==> src/rtl/superscalar_pkg.sv <==
// Shared definitions for the superscalar back end.
//   ROB_DEPTH / TAG_W  : default reorder-buffer depth and physical tag width
//   ARCH_REGS / RD_W   : architectural register count and index width
//   rob_status_t       : per-entry state seen by the commit selector
//   add2()             : population count of two request bits
package superscalar_pkg;

  localparam int ROB_DEPTH = 16;
  localparam int TAG_W     = 6;
  localparam int ARCH_REGS = 32;
  localparam int RD_W      = $clog2(ARCH_REGS);

  typedef struct packed {
    logic valid;
    logic done;
    logic has_rd;
  } rob_status_t;

  function automatic logic [1:0] add2(input logic a, input logic b);
    return {1'b0, a} + {1'b0, b};
  endfunction

endpackage

==> src/rtl/rob_commit_select.sv <==
// Chooses which of the two oldest ROB entries retire this cycle and which
// (if any) old physical register is returned to the freelist.
//   head0_i / head1_i : status of the entries at head and head+1
//   retire_0_o        : head entry retires
//   retire_1_o        : head+1 entry retires alongside it
//   free_valid_o      : one retiring entry releases its old mapping
//   free_from_1_o     : the released mapping belongs to head+1
module rob_commit_select
  import superscalar_pkg::*;
(
  input  rob_status_t head0_i,
  input  rob_status_t head1_i,
  output logic        retire_0_o,
  output logic        retire_1_o,
  output logic        free_valid_o,
  output logic        free_from_1_o
);

  always_comb begin
    retire_0_o    = 1'b0;
    retire_1_o    = 1'b0;
    free_valid_o  = 1'b0;
    free_from_1_o = 1'b0;

    retire_0_o = head0_i.valid && head0_i.done;
    // Only one freelist port: two register writers cannot retire together.
    retire_1_o = retire_0_o && head1_i.valid && head1_i.done &&
                 !(head0_i.has_rd && head1_i.has_rd);

    if (retire_0_o && head0_i.has_rd) begin
      free_valid_o = 1'b1;
    end else if (retire_1_o && head1_i.has_rd) begin
      free_valid_o  = 1'b1;
      free_from_1_o = 1'b1;
    end
  end

endmodule

==> src/rtl/reorder_buffer.sv <==
// Two-wide reorder buffer: in-order allocation at tail, out-of-order
// completion marks, in-order retirement of up to two entries per cycle.
//   alloc_*  : dispatch of up to two instructions (slot 1 needs slot 0)
//   wb_*     : two completion ports marking entries done
//   flush    : discards every entry
//   commit_* : registered retirement to the rename map, program order
//   free_*   : registered release of one old physical register
//   count / empty / full : registered occupancy
module reorder_buffer
  import superscalar_pkg::*;
#(
  parameter int DEPTH     = ROB_DEPTH,
  parameter int TAG_WIDTH = TAG_W
) (
  input  logic                       clk,
  input  logic                       rst,
  input  logic                       alloc_valid_0,
  input  logic                       alloc_valid_1,
  input  logic [RD_W-1:0]            alloc_rd_0,
  input  logic [RD_W-1:0]            alloc_rd_1,
  input  logic                       alloc_has_rd_0,
  input  logic                       alloc_has_rd_1,
  input  logic [TAG_WIDTH-1:0]       alloc_preg_0,
  input  logic [TAG_WIDTH-1:0]       alloc_preg_1,
  input  logic [TAG_WIDTH-1:0]       alloc_old_preg_0,
  input  logic [TAG_WIDTH-1:0]       alloc_old_preg_1,
  output logic                       alloc_ready,
  output logic [$clog2(DEPTH)-1:0]   alloc_idx_0,
  output logic [$clog2(DEPTH)-1:0]   alloc_idx_1,
  input  logic                       wb_valid_0,
  input  logic                       wb_valid_1,
  input  logic [$clog2(DEPTH)-1:0]   wb_idx_0,
  input  logic [$clog2(DEPTH)-1:0]   wb_idx_1,
  input  logic                       flush,
  output logic                       commit_valid_0,
  output logic                       commit_valid_1,
  output logic [RD_W-1:0]            commit_rd_0,
  output logic [RD_W-1:0]            commit_rd_1,
  output logic [TAG_WIDTH-1:0]       commit_preg_0,
  output logic [TAG_WIDTH-1:0]       commit_preg_1,
  output logic                       free_valid,
  output logic [TAG_WIDTH-1:0]       free_preg,
  output logic [$clog2(DEPTH):0]     count,
  output logic                       empty,
  output logic                       full
);

  localparam int IDX_W = $clog2(DEPTH);
  localparam int CNT_W = IDX_W + 1;

  // Control state
  logic [IDX_W-1:0] head_q, head_d;
  logic [IDX_W-1:0] tail_q, tail_d;
  logic [CNT_W-1:0] count_q, count_d;
  logic [DEPTH-1:0] valid_q, valid_d;
  logic [DEPTH-1:0] done_q, done_d;

  // Entry payload (meaningless while the entry is invalid)
  logic [DEPTH-1:0]     has_rd_q;
  logic [RD_W-1:0]      rd_q       [DEPTH];
  logic [TAG_WIDTH-1:0] preg_q     [DEPTH];
  logic [TAG_WIDTH-1:0] old_preg_q [DEPTH];

  // Registered commit / free outputs
  logic                 cv0_q, cv0_d, cv1_q, cv1_d;
  logic [RD_W-1:0]      crd0_q, crd0_d, crd1_q, crd1_d;
  logic [TAG_WIDTH-1:0] cpreg0_q, cpreg0_d, cpreg1_q, cpreg1_d;
  logic                 fv_q, fv_d;
  logic [TAG_WIDTH-1:0] fpreg_q, fpreg_d;

  logic [IDX_W-1:0] head1, tail1;
  logic             do_alloc_0, do_alloc_1;
  logic             retire_0, retire_1, sel_free, free_from_1;
  logic [1:0]       n_alloc, n_commit;
  rob_status_t      head0_st, head1_st;

  assign head1 = head_q + IDX_W'(1);
  assign tail1 = tail_q + IDX_W'(1);

  // Admission looks only at the registered count; a commit in the same
  // cycle does not open a slot until the next cycle.
  assign alloc_ready = (count_q <= CNT_W'(DEPTH - 2));
  assign alloc_idx_0 = tail_q;
  assign alloc_idx_1 = tail1;

  assign do_alloc_0 = alloc_valid_0 && alloc_ready;
  assign do_alloc_1 = do_alloc_0 && alloc_valid_1;

  assign head0_st = '{valid: valid_q[head_q], done: done_q[head_q], has_rd: has_rd_q[head_q]};
  assign head1_st = '{valid: valid_q[head1],  done: done_q[head1],  has_rd: has_rd_q[head1]};

  rob_commit_select u_commit_select (
    .head0_i       (head0_st),
    .head1_i       (head1_st),
    .retire_0_o    (retire_0),
    .retire_1_o    (retire_1),
    .free_valid_o  (sel_free),
    .free_from_1_o (free_from_1)
  );

  assign n_alloc  = add2(do_alloc_0, do_alloc_1);
  assign n_commit = add2(retire_0, retire_1);

  always_comb begin
    valid_d  = valid_q;
    done_d   = done_q;
    head_d   = head_q + IDX_W'(n_commit);
    tail_d   = tail_q + IDX_W'(n_alloc);
    count_d  = count_q + CNT_W'(n_alloc) - CNT_W'(n_commit);

    // Completion marks only land on live entries.
    if (wb_valid_0 && valid_q[wb_idx_0]) done_d[wb_idx_0] = 1'b1;
    if (wb_valid_1 && valid_q[wb_idx_1]) done_d[wb_idx_1] = 1'b1;

    if (retire_0) begin
      valid_d[head_q] = 1'b0;
      done_d[head_q]  = 1'b0;
    end
    if (retire_1) begin
      valid_d[head1] = 1'b0;
      done_d[head1]  = 1'b0;
    end

    // Allocation targets are always free entries because alloc_ready
    // guarantees two empty slots at tail and tail+1.
    if (do_alloc_0) begin
      valid_d[tail_q] = 1'b1;
      done_d[tail_q]  = 1'b0;
    end
    if (do_alloc_1) begin
      valid_d[tail1] = 1'b1;
      done_d[tail1]  = 1'b0;
    end

    if (flush) begin
      valid_d = '0;
      done_d  = '0;
      head_d  = '0;
      tail_d  = '0;
      count_d = '0;
    end
  end

  always_comb begin
    cv0_d    = retire_0;
    cv1_d    = retire_1;
    crd0_d   = retire_0 ? rd_q[head_q]   : '0;
    cpreg0_d = retire_0 ? preg_q[head_q] : '0;
    crd1_d   = retire_1 ? rd_q[head1]    : '0;
    cpreg1_d = retire_1 ? preg_q[head1]  : '0;
    fv_d     = sel_free;
    fpreg_d  = '0;
    if (sel_free) fpreg_d = free_from_1 ? old_preg_q[head1] : old_preg_q[head_q];

    if (flush) begin
      cv0_d    = 1'b0;
      cv1_d    = 1'b0;
      crd0_d   = '0;
      cpreg0_d = '0;
      crd1_d   = '0;
      cpreg1_d = '0;
      fv_d     = 1'b0;
      fpreg_d  = '0;
    end
  end

  always_ff @(posedge clk) begin
    if (rst) begin
      head_q  <= '0;
      tail_q  <= '0;
      count_q <= '0;
      valid_q <= '0;
      done_q  <= '0;
    end else begin
      head_q  <= head_d;
      tail_q  <= tail_d;
      count_q <= count_d;
      valid_q <= valid_d;
      done_q  <= done_d;
    end
  end

  always_ff @(posedge clk) begin
    if (do_alloc_0) begin
      has_rd_q[tail_q]   <= alloc_has_rd_0;
      rd_q[tail_q]       <= alloc_rd_0;
      preg_q[tail_q]     <= alloc_preg_0;
      old_preg_q[tail_q] <= alloc_old_preg_0;
    end
    if (do_alloc_1) begin
      has_rd_q[tail1]   <= alloc_has_rd_1;
      rd_q[tail1]       <= alloc_rd_1;
      preg_q[tail1]     <= alloc_preg_1;
      old_preg_q[tail1] <= alloc_old_preg_1;
    end
  end

  // Retirement stage boundary: commit/free results appear one cycle later.
  always_ff @(posedge clk) begin
    if (rst) begin
      cv0_q    <= 1'b0;
      cv1_q    <= 1'b0;
      crd0_q   <= '0;
      crd1_q   <= '0;
      cpreg0_q <= '0;
      cpreg1_q <= '0;
      fv_q     <= 1'b0;
      fpreg_q  <= '0;
    end else begin
      cv0_q    <= cv0_d;
      cv1_q    <= cv1_d;
      crd0_q   <= crd0_d;
      crd1_q   <= crd1_d;
      cpreg0_q <= cpreg0_d;
      cpreg1_q <= cpreg1_d;
      fv_q     <= fv_d;
      fpreg_q  <= fpreg_d;
    end
  end

  assign commit_valid_0 = cv0_q;
  assign commit_valid_1 = cv1_q;
  assign commit_rd_0    = crd0_q;
  assign commit_rd_1    = crd1_q;
  assign commit_preg_0  = cpreg0_q;
  assign commit_preg_1  = cpreg1_q;
  assign free_valid     = fv_q;
  assign free_preg      = fpreg_q;

  assign count = count_q;
  assign empty = (count_q == '0);
  assign full  = (count_q == CNT_W'(DEPTH));

endmodule

==> config.mk <==
export PLATFORM = sky130hd
export DESIGN_NAME = reorder_buffer
export DESIGN_NICKNAME = d
export VERILOG_FILES = /design/src/rtl/superscalar_pkg.sv /design/src/rtl/rob_commit_select.sv /design/src/rtl/reorder_buffer.sv
export SDC_FILE = /design/constraint.sdc
export NUM_CORES = 1
export LEC_CHECK = 0
export ABC_AREA = 1
export CAP_MARGIN = 25
export CORE_MARGIN = 2
export CORE_UTILIZATION = 35
export CTS_CLUSTER_SIZE = 16
export DETAILED_ROUTE_END_ITERATION = 8
export HOLD_SLACK_MARGIN = 0.1
export SYNTH_ARGS = -nofsm -noshare
export SYNTH_HDL_FRONTEND = slang
export SYNTH_SLANG_ARGS = --single-unit
==> constraint.sdc <==
create_clock -name clk -period 9.1 [get_ports clk]
set_input_delay 2.73 -clock clk [delete_from_list [all_inputs] [get_ports clk]]
set_output_delay 2.73 -clock clk [all_outputs]
set_load 0.05 [all_outputs]
==> results.md, run 1 <==
- For this block, the via count after detailed routing is 20700.
- The die covers 64400 µm².
- The required time at the worst-slack endpoint is 9.59 ns.
- The largest voltage drop on the vdd net is ~0.00012 V.
- In this run, the number of DRC markers left after iteration 0 of detailed routing was between 2000 and 3000.
- The number of cells produced by synthesis is 2978.
- The number of maximum-capacitance violations is 0.
- The global-route wire length before repair is 118 mm.
- Of all nets on the critical path, the largest fanout is between 70 and 80.
- The initial antenna violation count came to 0.
- The overall die width is 254 µm.
- The remaining global-route overflow is 0.
- The combined area of all synthesized cells is between 20000 and 25000 µm².
- The via count of the first global-routing pass was 19100.
- The number of storage elements in the synthesis netlist is 364.
- The final critical path time including I/O delays and setup is 5.42 ns.
- The height of the die is 254 µm.
- Once detail routing completed, the nets flagged for antenna violations numbered 0.
- The remaining design rule violation count is 0.
- The area inside the core boundary is 61700 µm².
- The total nets after synthesis is slightly above 3000.
- Compared with the post-synthesis result, the final layout area differs by 14.8%.
- The share of final-layout standard cells stronger than drive strength 1 is 5.09%.
- STA classifies the critical path endpoint as a register.
- The filler cell count is 6303.
- The routed wirelength normalized by instance count is 20.6 µm.
- For this run, the number of Yosys warnings is 0.
- STA classifies the critical path startpoint as a register.
- The run finished with clean final reports.
- The data arrival time of the worst path is 5.90 ns.
- The depth of the worst register-to-register path is 21.
- The I/O pin total is 98.
- The final max-slew violation count is 0.
- TritonCTS built the clock tree.
- The worst hold path stage count is 1.
- The final count of hold timing violations is 0.
- The period utilization is 59.5%.
- The detailed-routing iteration count for the pre-antenna-repair pass is 8.
- The maximum frequency from static timing analysis is 185 MHz.
- The category of the most critical setup path is reg -> reg.
- For this configuration, the core starts out at a cell density of a little over a third.
- The number of cells upsized or downsized after cts is 0.
- The fraction of synthesis flops using an asynchronous set or reset pin is 0%.
- The clock edge transition at the registers on the reported setup and hold paths is 0.06 ns.
- Buffers added to address setup during post-CTS repair amount to 0.
- For this run, the leading register cell type out of synthesis is edfxtp_1.
- The number of rows in the core area is 91.
- For the final routed database, the setup TNS stands at 0 ns.
- The area taken by multi-input logic gates is about 10000 µm².
- The number of nets at the end of the flow is 3012.
- Routability-driven placement finished with a final weighted congestion of 0.938.
- The worst hold slack after final layout is between 0.5 and 0.6 ns.
- The number of setup violations in the final report is 0.
- The type of the most critical hold path is reg -> reg.
- The average instance in the mapped netlist occupies 7.34 µm².
- For this run, the total global-route usage over all layers was measured as roughly a quarter.
- The flip-flop and latch area is 10000 µm².
- The area of all placed cells without fillers is 25100 µm².
- At the pin with the least slew margin, the transition time is 1.14 ns.
- Once placement completed, the tool counted placed cells totaling 3719.
- The clock tree synthesis step divided the H-tree into 2 levels.
- The pin count of the biggest net entering global routing is 116.
- For this design the ratio of total power to cell area is about 170 nW/µm².
- On the final layout, the worst clock skew is 0.0314 ns.
- At the later pin of the worst-skew pair, clock insertion delay measures 0.60 ns.
- The tree is rooted in a clkbuf_16.
- 0 antenna diodes ended up in the layout.
- The HPWL after detailed placement is 48.6 mm.
- Setup repair after global routing left no endpoint under its margin.
- The number of sinks driven by the clock tree is between 300 and 400.
- The post-cts hold buffer count is 0.
- The number of CTS-inserted buffers is 45.
- The average via count per standard cell is 5.44.
- The headroom to the max-slew limit is about a quarter.
- The placed instance area is 23300 µm².
- The maximum buffer depth of the clock tree is 3.
- The number of port buffers is 97.
- Summed over all cells, the static leakage comes to 9.95 nW.
- The sequential fraction of the synthesis area is between 40% and 50%.
- After the flow finishes, the layout carries non-filler instances totaling 3805.
- The final layout contains routed wiring with a total length of 78.3 mm.
- After synthesis, the netlist uses 38 different library cells.
- The count of flip-flops with a built-in enable after synthesis is 272.
[state kept, by name, indices dropped and copies added, names as in the netlist, 4 cells and up]
name and flops:
head_q 4, commit_rd_0 5, rd_q 80, preg_q 96, old_preg_q 96, commit_preg_0 6, done_q 16, has_rd_q 16
commit_preg_1 6, valid_q 16, alloc_idx_0 4, commit_rd_1 5, free_preg 6, count 5
[where the power goes]
| group | switching, W | internal [W] |
|---|---|---|
| clock | 0.000782 | 0.00130 |
| combinational | 0.000209 | 0.000107 |
| sequential | 0.0000144 | 0.00182 |
| total | 0.00101 | 0.00322 |
[cells in the mapped netlist, types with 5 or more instances]
| library cell | instances | area share (%) |
|---|---|---|
| a21oi_1 | 268 | 6.1 |
| a22oi_1 | 14 | 0.48 |
| a41oi_1 | 6 | 0.24 |
| buf_1 | 43 | 0.74 |
| buf_2 | 50 | 1.1 |
| buf_4 | 5 | 0.17 |
| clkbuf_1 | 137 | 2.4 |
| dfxtp_1 | 92 | 8.4 |
| edfxtp_1 | 272 | 37 |
| ha_1 | 27 | 1.5 |
| inv_1 | 223 | 3.8 |
| nand2_1 | 659 | 11 |
| nand3_1 | 89 | 2.0 |
| nand4_1 | 26 | 0.74 |
| nor2_1 | 321 | 5.5 |
| nor3_1 | 7 | 0.16 |
| o211ai_1 | 20 | 0.69 |
| o21ai_0 | 672 | 15 |
| or2_2 | 6 | 0.17 |
[layer usage]
metal / wire [µm] / part of all wire [%] / global-route usage (%)
met3: 6550 / 8.4 / 3.52
met2: 34900 / 45 / 38.0
met5: 0 / 0 / 0
met1: 32500 / 42 / 32.0
met4: 4320 / 5.5 / 13.3
[worst max-delay path: stages (launching register included)]
cell,delay (ns)
dfxtp_4,0.88
clkinv_1,0.29
ha_4,0.37
buf_4,0.70
nand3_1,0.16
nand3_1,0.14
nand3_1,0.14
nand3_1,0.10
nand2_1,0.07
inv_2,0.07
nand3_2,0.29
inv_2,0.31
ha_1,0.29
ha_1,0.29
inv_1,0.05
ha_1,0.15
inv_1,0.05
fa_1,0.40
nor3_1,0.21
a211oi_1,0.08
o21ai_0,0.14
a21oi_1,0.05
[cell families after synthesis]
logic type,count (synthesis),synth area share (%)
simple gates,1120,20.4
compound gates,990,23.2
buf+inv,468,8.53
flops,364,45.8
fa+ha+maj,29,1.73
xor+xnor,7,0.315
[through the flow]
stage                     worst slack, ns  utilization, %  total power, W
after global placement               3.26            37.6         0.00217
after CTS                            3.72            40.5         0.00425
after floorplan                      4.51               -         0.00207
after detailed placement             3.26            37.8         0.00218
final                                3.68            40.6         0.00423
after global routing                 3.29            40.6         0.00436
[cells in the final DEF (no fill, tap or decap), types with 11 or more instances in the layout]
| cell type | n |
|---|---|
| nand2_1 | 659 |
| ha_1 | 26 |
| a21oi_1 | 268 |
| edfxtp_1 | 272 |
| bufinv_16 | 12 |
| buf_4 | 43 |
| clkdlybuf4s50_1 | 97 |
| o211ai_1 | 20 |
| nor2_1 | 318 |
| a22oi_1 | 14 |
| clkbuf_16 | 47 |
| dfxtp_1 | 90 |
| clkinv_2 | 11 |
| nand3_1 | 89 |
| inv_1 | 223 |
| o21ai_0 | 672 |
| nand4_1 | 26 |
[final timing paths]
kind,from,slack (ns),end
hold reg to reg,head_q[3],0.57,head_q[3]
hold / removal,head_q[3],0.57,head_q[3]
setup reg to reg,head_q[1],3.68,count[4]
setup / recovery,head_q[1],3.68,count[4]
[layout make-up]
type | count | share of cell area, %
multi-input combinational | 2146 | 39.8
timing repair buffer | 146 | 5.82
inverter | 229 | 3.46
sequential | 364 | 39.9
clock buffer | 52 | 4.84
clock inverter | 31 | 1.92
tap | 837 | 4.18
Power figures use the tool's default switching activity.
==> run 2: changes to the inputs <==
Clock period 9.1 ns to 4.7 ns, I/O delays scaled along.
==> results.md, run 2 (same netlist as run 1, synthesis figures left out) <==
- The flow ran to the end, and the final reports show no timing, DRC or antenna violations.
- The remaining global-route overflow is 0 (unchanged).
- The final count of hold timing violations came to 0 (unchanged).
- The initial standard-cell utilization of the core is 35.4% (unchanged).
- The maximum frequency from static timing analysis is 245 MHz (+33%).
- The number of nets at the end of the flow came to 3032 (+0.66%).
- The number of maximum-capacitance violations came to 0 (unchanged).
- The data arrival time of the worst path was 4.55 ns (-1.35 ns).
- The overall die width was 254 µm (unchanged).
- The area inside the core boundary came to 61700 µm² (unchanged).
- The area of all placed cells without fillers was 24900 µm² (-0.76%).
- The library cells used most frequently in the layout, excluding fill and tap cells, are 672 x o21ai_0, 659 x nand2_1, 318 x nor2_1, 272 x edfxtp_1, 268 x a21oi_1.
- The count of buffer and inverter cells on the critical path is 5 (-1).
- For this design, the slowest cell found on the critical path is nor2_4.
- TritonCTS built the clock tree.
- The worst hold path belongs to the class reg -> reg.
- The number of setup violations in the final report came to 0 (unchanged).
- The number of post-CTS setup repair buffers came to 0 (unchanged).
- In the final layout, the registers with the most flip-flops are old_preg_q: 96 flops, preg_q: 96 flops, rd_q: 80 flops.
- Walking the worst path, the cells encountered are clkinv_1 -> buf_4 -> nand3_1 -> nand2_1 -> nand2_1 -> nand2_1 -> nor2_1 -> nor2_4 -> nand3_2 -> inv_2 -> ha_1 -> ha_1 -> inv_1 -> ha_1 -> inv_1 -> fa_1 -> nor3_1 -> a211oi_1 -> o21ai_0 -> a21oi_1.
- The clock network fraction of total power is 45.1% (-4.1 points).
- The family with the most delay on the worst path is simple AND/OR/NAND/NOR gates.
- The static leakage power is 9.88 nW (-0.69%).
- The buffer cell driving the clock tree root is clkbuf_16.
- The proportion of power drawn by flip-flops and latches is 46.9% (+3.6 points).
- The largest voltage drop on the vdd net is 0.000291 V (+130%).
- The overall via count from detail_route is 20700 (-0.12%).
- Compared with the post-synthesis result, the final layout area differs by 13.9%.
- The clock latency on the worst-skew pair is 0.61 ns (about the same).
- The final core area utilization came to 40.3% (-0.31 points).
- The category of the worst setup path launch point is a register.
- The share of final-layout standard cells stronger than drive strength 1 is 5.22% (+0.13 points).
- The final critical-path setup slack is 0.618 ns (-3.07 ns).
- The clock edge transition at the registers on the reported setup and hold paths is 0.06 ns (about the same).
- The power density relative to cell area is 304 nW/µm² (+80%).
- The number of cells upsized or downsized after cts came to 0 (unchanged).
- The antenna diode instance count came to 0 (unchanged).
- The headroom to the max-slew limit is 30.4% (+6.8 points).
- The number of sinks driven by the clock tree is 364 (unchanged).
- The placement-stage worst setup slack is 0.633 ns (-2.62 ns).
- The most critical setup path has its startpoint at head_q[1].
- The count of non-filler cells in the finished layout is 3827 (+0.58%).
- The detailed-route wire length is 78.1 mm (-0.21%).
- The worst min-delay path startpoint is head_q[3].
- The CTS H-tree depth is 2 (unchanged).
- The post-cts hold buffer count came to 0 (unchanged).
- The via count of the first global-routing pass is 19200 (+0.25%).
- The routed wirelength normalized by instance count is 20.4 µm (-0.78%).
- The final weighted congestion in routability-driven placement is 0.943 (+0.59%).
- Setup repair after global routing left no endpoint under its margin.
- The highest fanout seen on the critical path is 37 (-49%).
- The maximum buffer depth of the clock tree is 3 (unchanged).
- The placed instance area is 23400 µm² (+0.53%).
- The final critical path time including I/O delays and setup is 4.08 ns (-1.33 ns).
- The number of port buffers is 97 (unchanged).
- The combinational power share is 8.0% (+0.5 points).
- The required time at the worst-slack endpoint is 5.17 ns (-4.42 ns).
- The average via count per standard cell came to 5.41 (-0.69%).
- The internal power contribution is 0.00568 W (+76%).
- The category of the most critical setup path is reg -> reg.
- The period utilization is 86.9% (+27 points).
- The count of nets left with antenna violations after detail routing is 0 (unchanged).
- The global-route wire length before repair is 117 mm (-0.75%).
- The net switching fraction of the power is 24.9% (+1.1 points).
- The global-route usage over all layers is 24.1% (about the same).
- The final HPWL from detailed placement is 49.3 mm (+1.5%).
- The instance count after placement with tap cells included was 3740 (+0.56%).
- The detailed-routing iteration count for the pre-antenna-repair pass is 6 (-2).
- The transition time at the pin with the least slew margin is 1.04 ns (-0.100 ns).
- STA classifies the critical path endpoint as a register.
- The number of CTS-inserted buffers is 46 (+2.2%).
- The worst clock skew came to 0.0255 ns (-0.00596 ns).
- The height of the die was 254 µm (unchanged).
- The net switching power figure is 0.00188 W (+87%).
- The final max-slew violation count is 0 (unchanged).
- The remaining design rule violation count is 0 (unchanged).
- The number of rows in the core area came to 91 (unchanged).
- The pin count of the biggest net entering global routing is 136 (+17%).
- The worst register-to-register path begins at head_q[1].
- The detailed router's first-iteration violation count is 2503 (-4.5%).
- The largest stage delay on the critical path is 0.53 ns (-0.35 ns).
- The initial antenna violation count came to 1 (+1).
- The most frequent standard cell in the layout excluding fill and tap cells is o21ai_0.
- The area of the die was 64400 µm² (unchanged).
- The aggregate negative setup slack was 0 ns (unchanged).
- The I/O pin total came to 98 (unchanged).
## run 2: cell count changes in the layout (fill, tap and decap cells not counted), sizes merged
cell      previous run  this run
clkinv              17        16
inv                229       230
bufinv              12         1
buf                 49        68
clkinvlp             2         1
clkbuf              52        67
## run 2: power groups by stage
stage	Sequential, W	Combinational (W)	Clock [W]
floorplan	0.00362	0.000385	0
global placement	0.00361	0.000595	0
detailed placement	0.00361	0.000601	0
CTS	0.00354	0.000604	0.00348
global route	0.00355	0.000683	0.00360
finish	0.00354	0.000607	0.00341
## run 2: worst reg2reg max path: stages, from the launching register on
cell      delay, ns
dfxtp_4        0.40
clkinv_1       0.10
buf_4          0.45
nand3_1        0.15
nand2_1        0.09
nand2_1        0.05
nand2_1        0.07
nor2_1         0.07
nor2_4         0.53
nand3_2        0.17
inv_2          0.19
ha_1           0.28
ha_1           0.29
inv_1          0.05
ha_1           0.15
inv_1          0.05
fa_1           0.39
nor3_1         0.20
a211oi_1       0.08
o21ai_0        0.14
a21oi_1        0.05
## run 2: final cells by class
| class | instances | area, µm² |
|---|---|---|
| Timing Repair Buffer | 165 | 1530 |
| Clock buffer | 67 | 1280 |
| Clock inverter | 19 | 158 |
| Sequential cell | 364 | 10000 |
| Fill cell | 6379 | 36800 |
| Tap cell | 837 | 1050 |
| Multi-Input combinational cell | 2146 | 9990 |
| Inverter | 229 | 867 |
## run 2: final timing paths
check,endpoint,slack [ns],cells after the start
worst max-delay path,count[4],0.62,20
worst min-delay path,head_q[3],0.57,1
worst max register to register,count[4],0.62,20
worst min register to register,head_q[3],0.57,1
## run 2: stage by stage
| step | total power (W) | hold WS, ns |
|---|---|---|
| 5_1_grt | 0.00784 | 0.605 |
| 3_3_place_gp | 0.00421 | 0.559 |
| 3_5_place_dp | 0.00421 | 0.564 |
| 2_1_floorplan | 0.00401 | 0.547 |
| 6_report | 0.00756 | 0.574 |
| 4_1_cts | 0.00763 | 0.577 |
## run 2: layer usage
| layer | vias up | wire length (µm) | track usage, % |
|---|---|---|---|
| met2 | 918 | 35900 | 39.6 |
| li1 | 9984 | - | - |
| met4 | 2 | 3370 | 10.8 |
| met3 | 204 | 6070 | 3.19 |
| met5 | - | 8 | 0 |
| met1 | 9577 | 32700 | 31.8 |
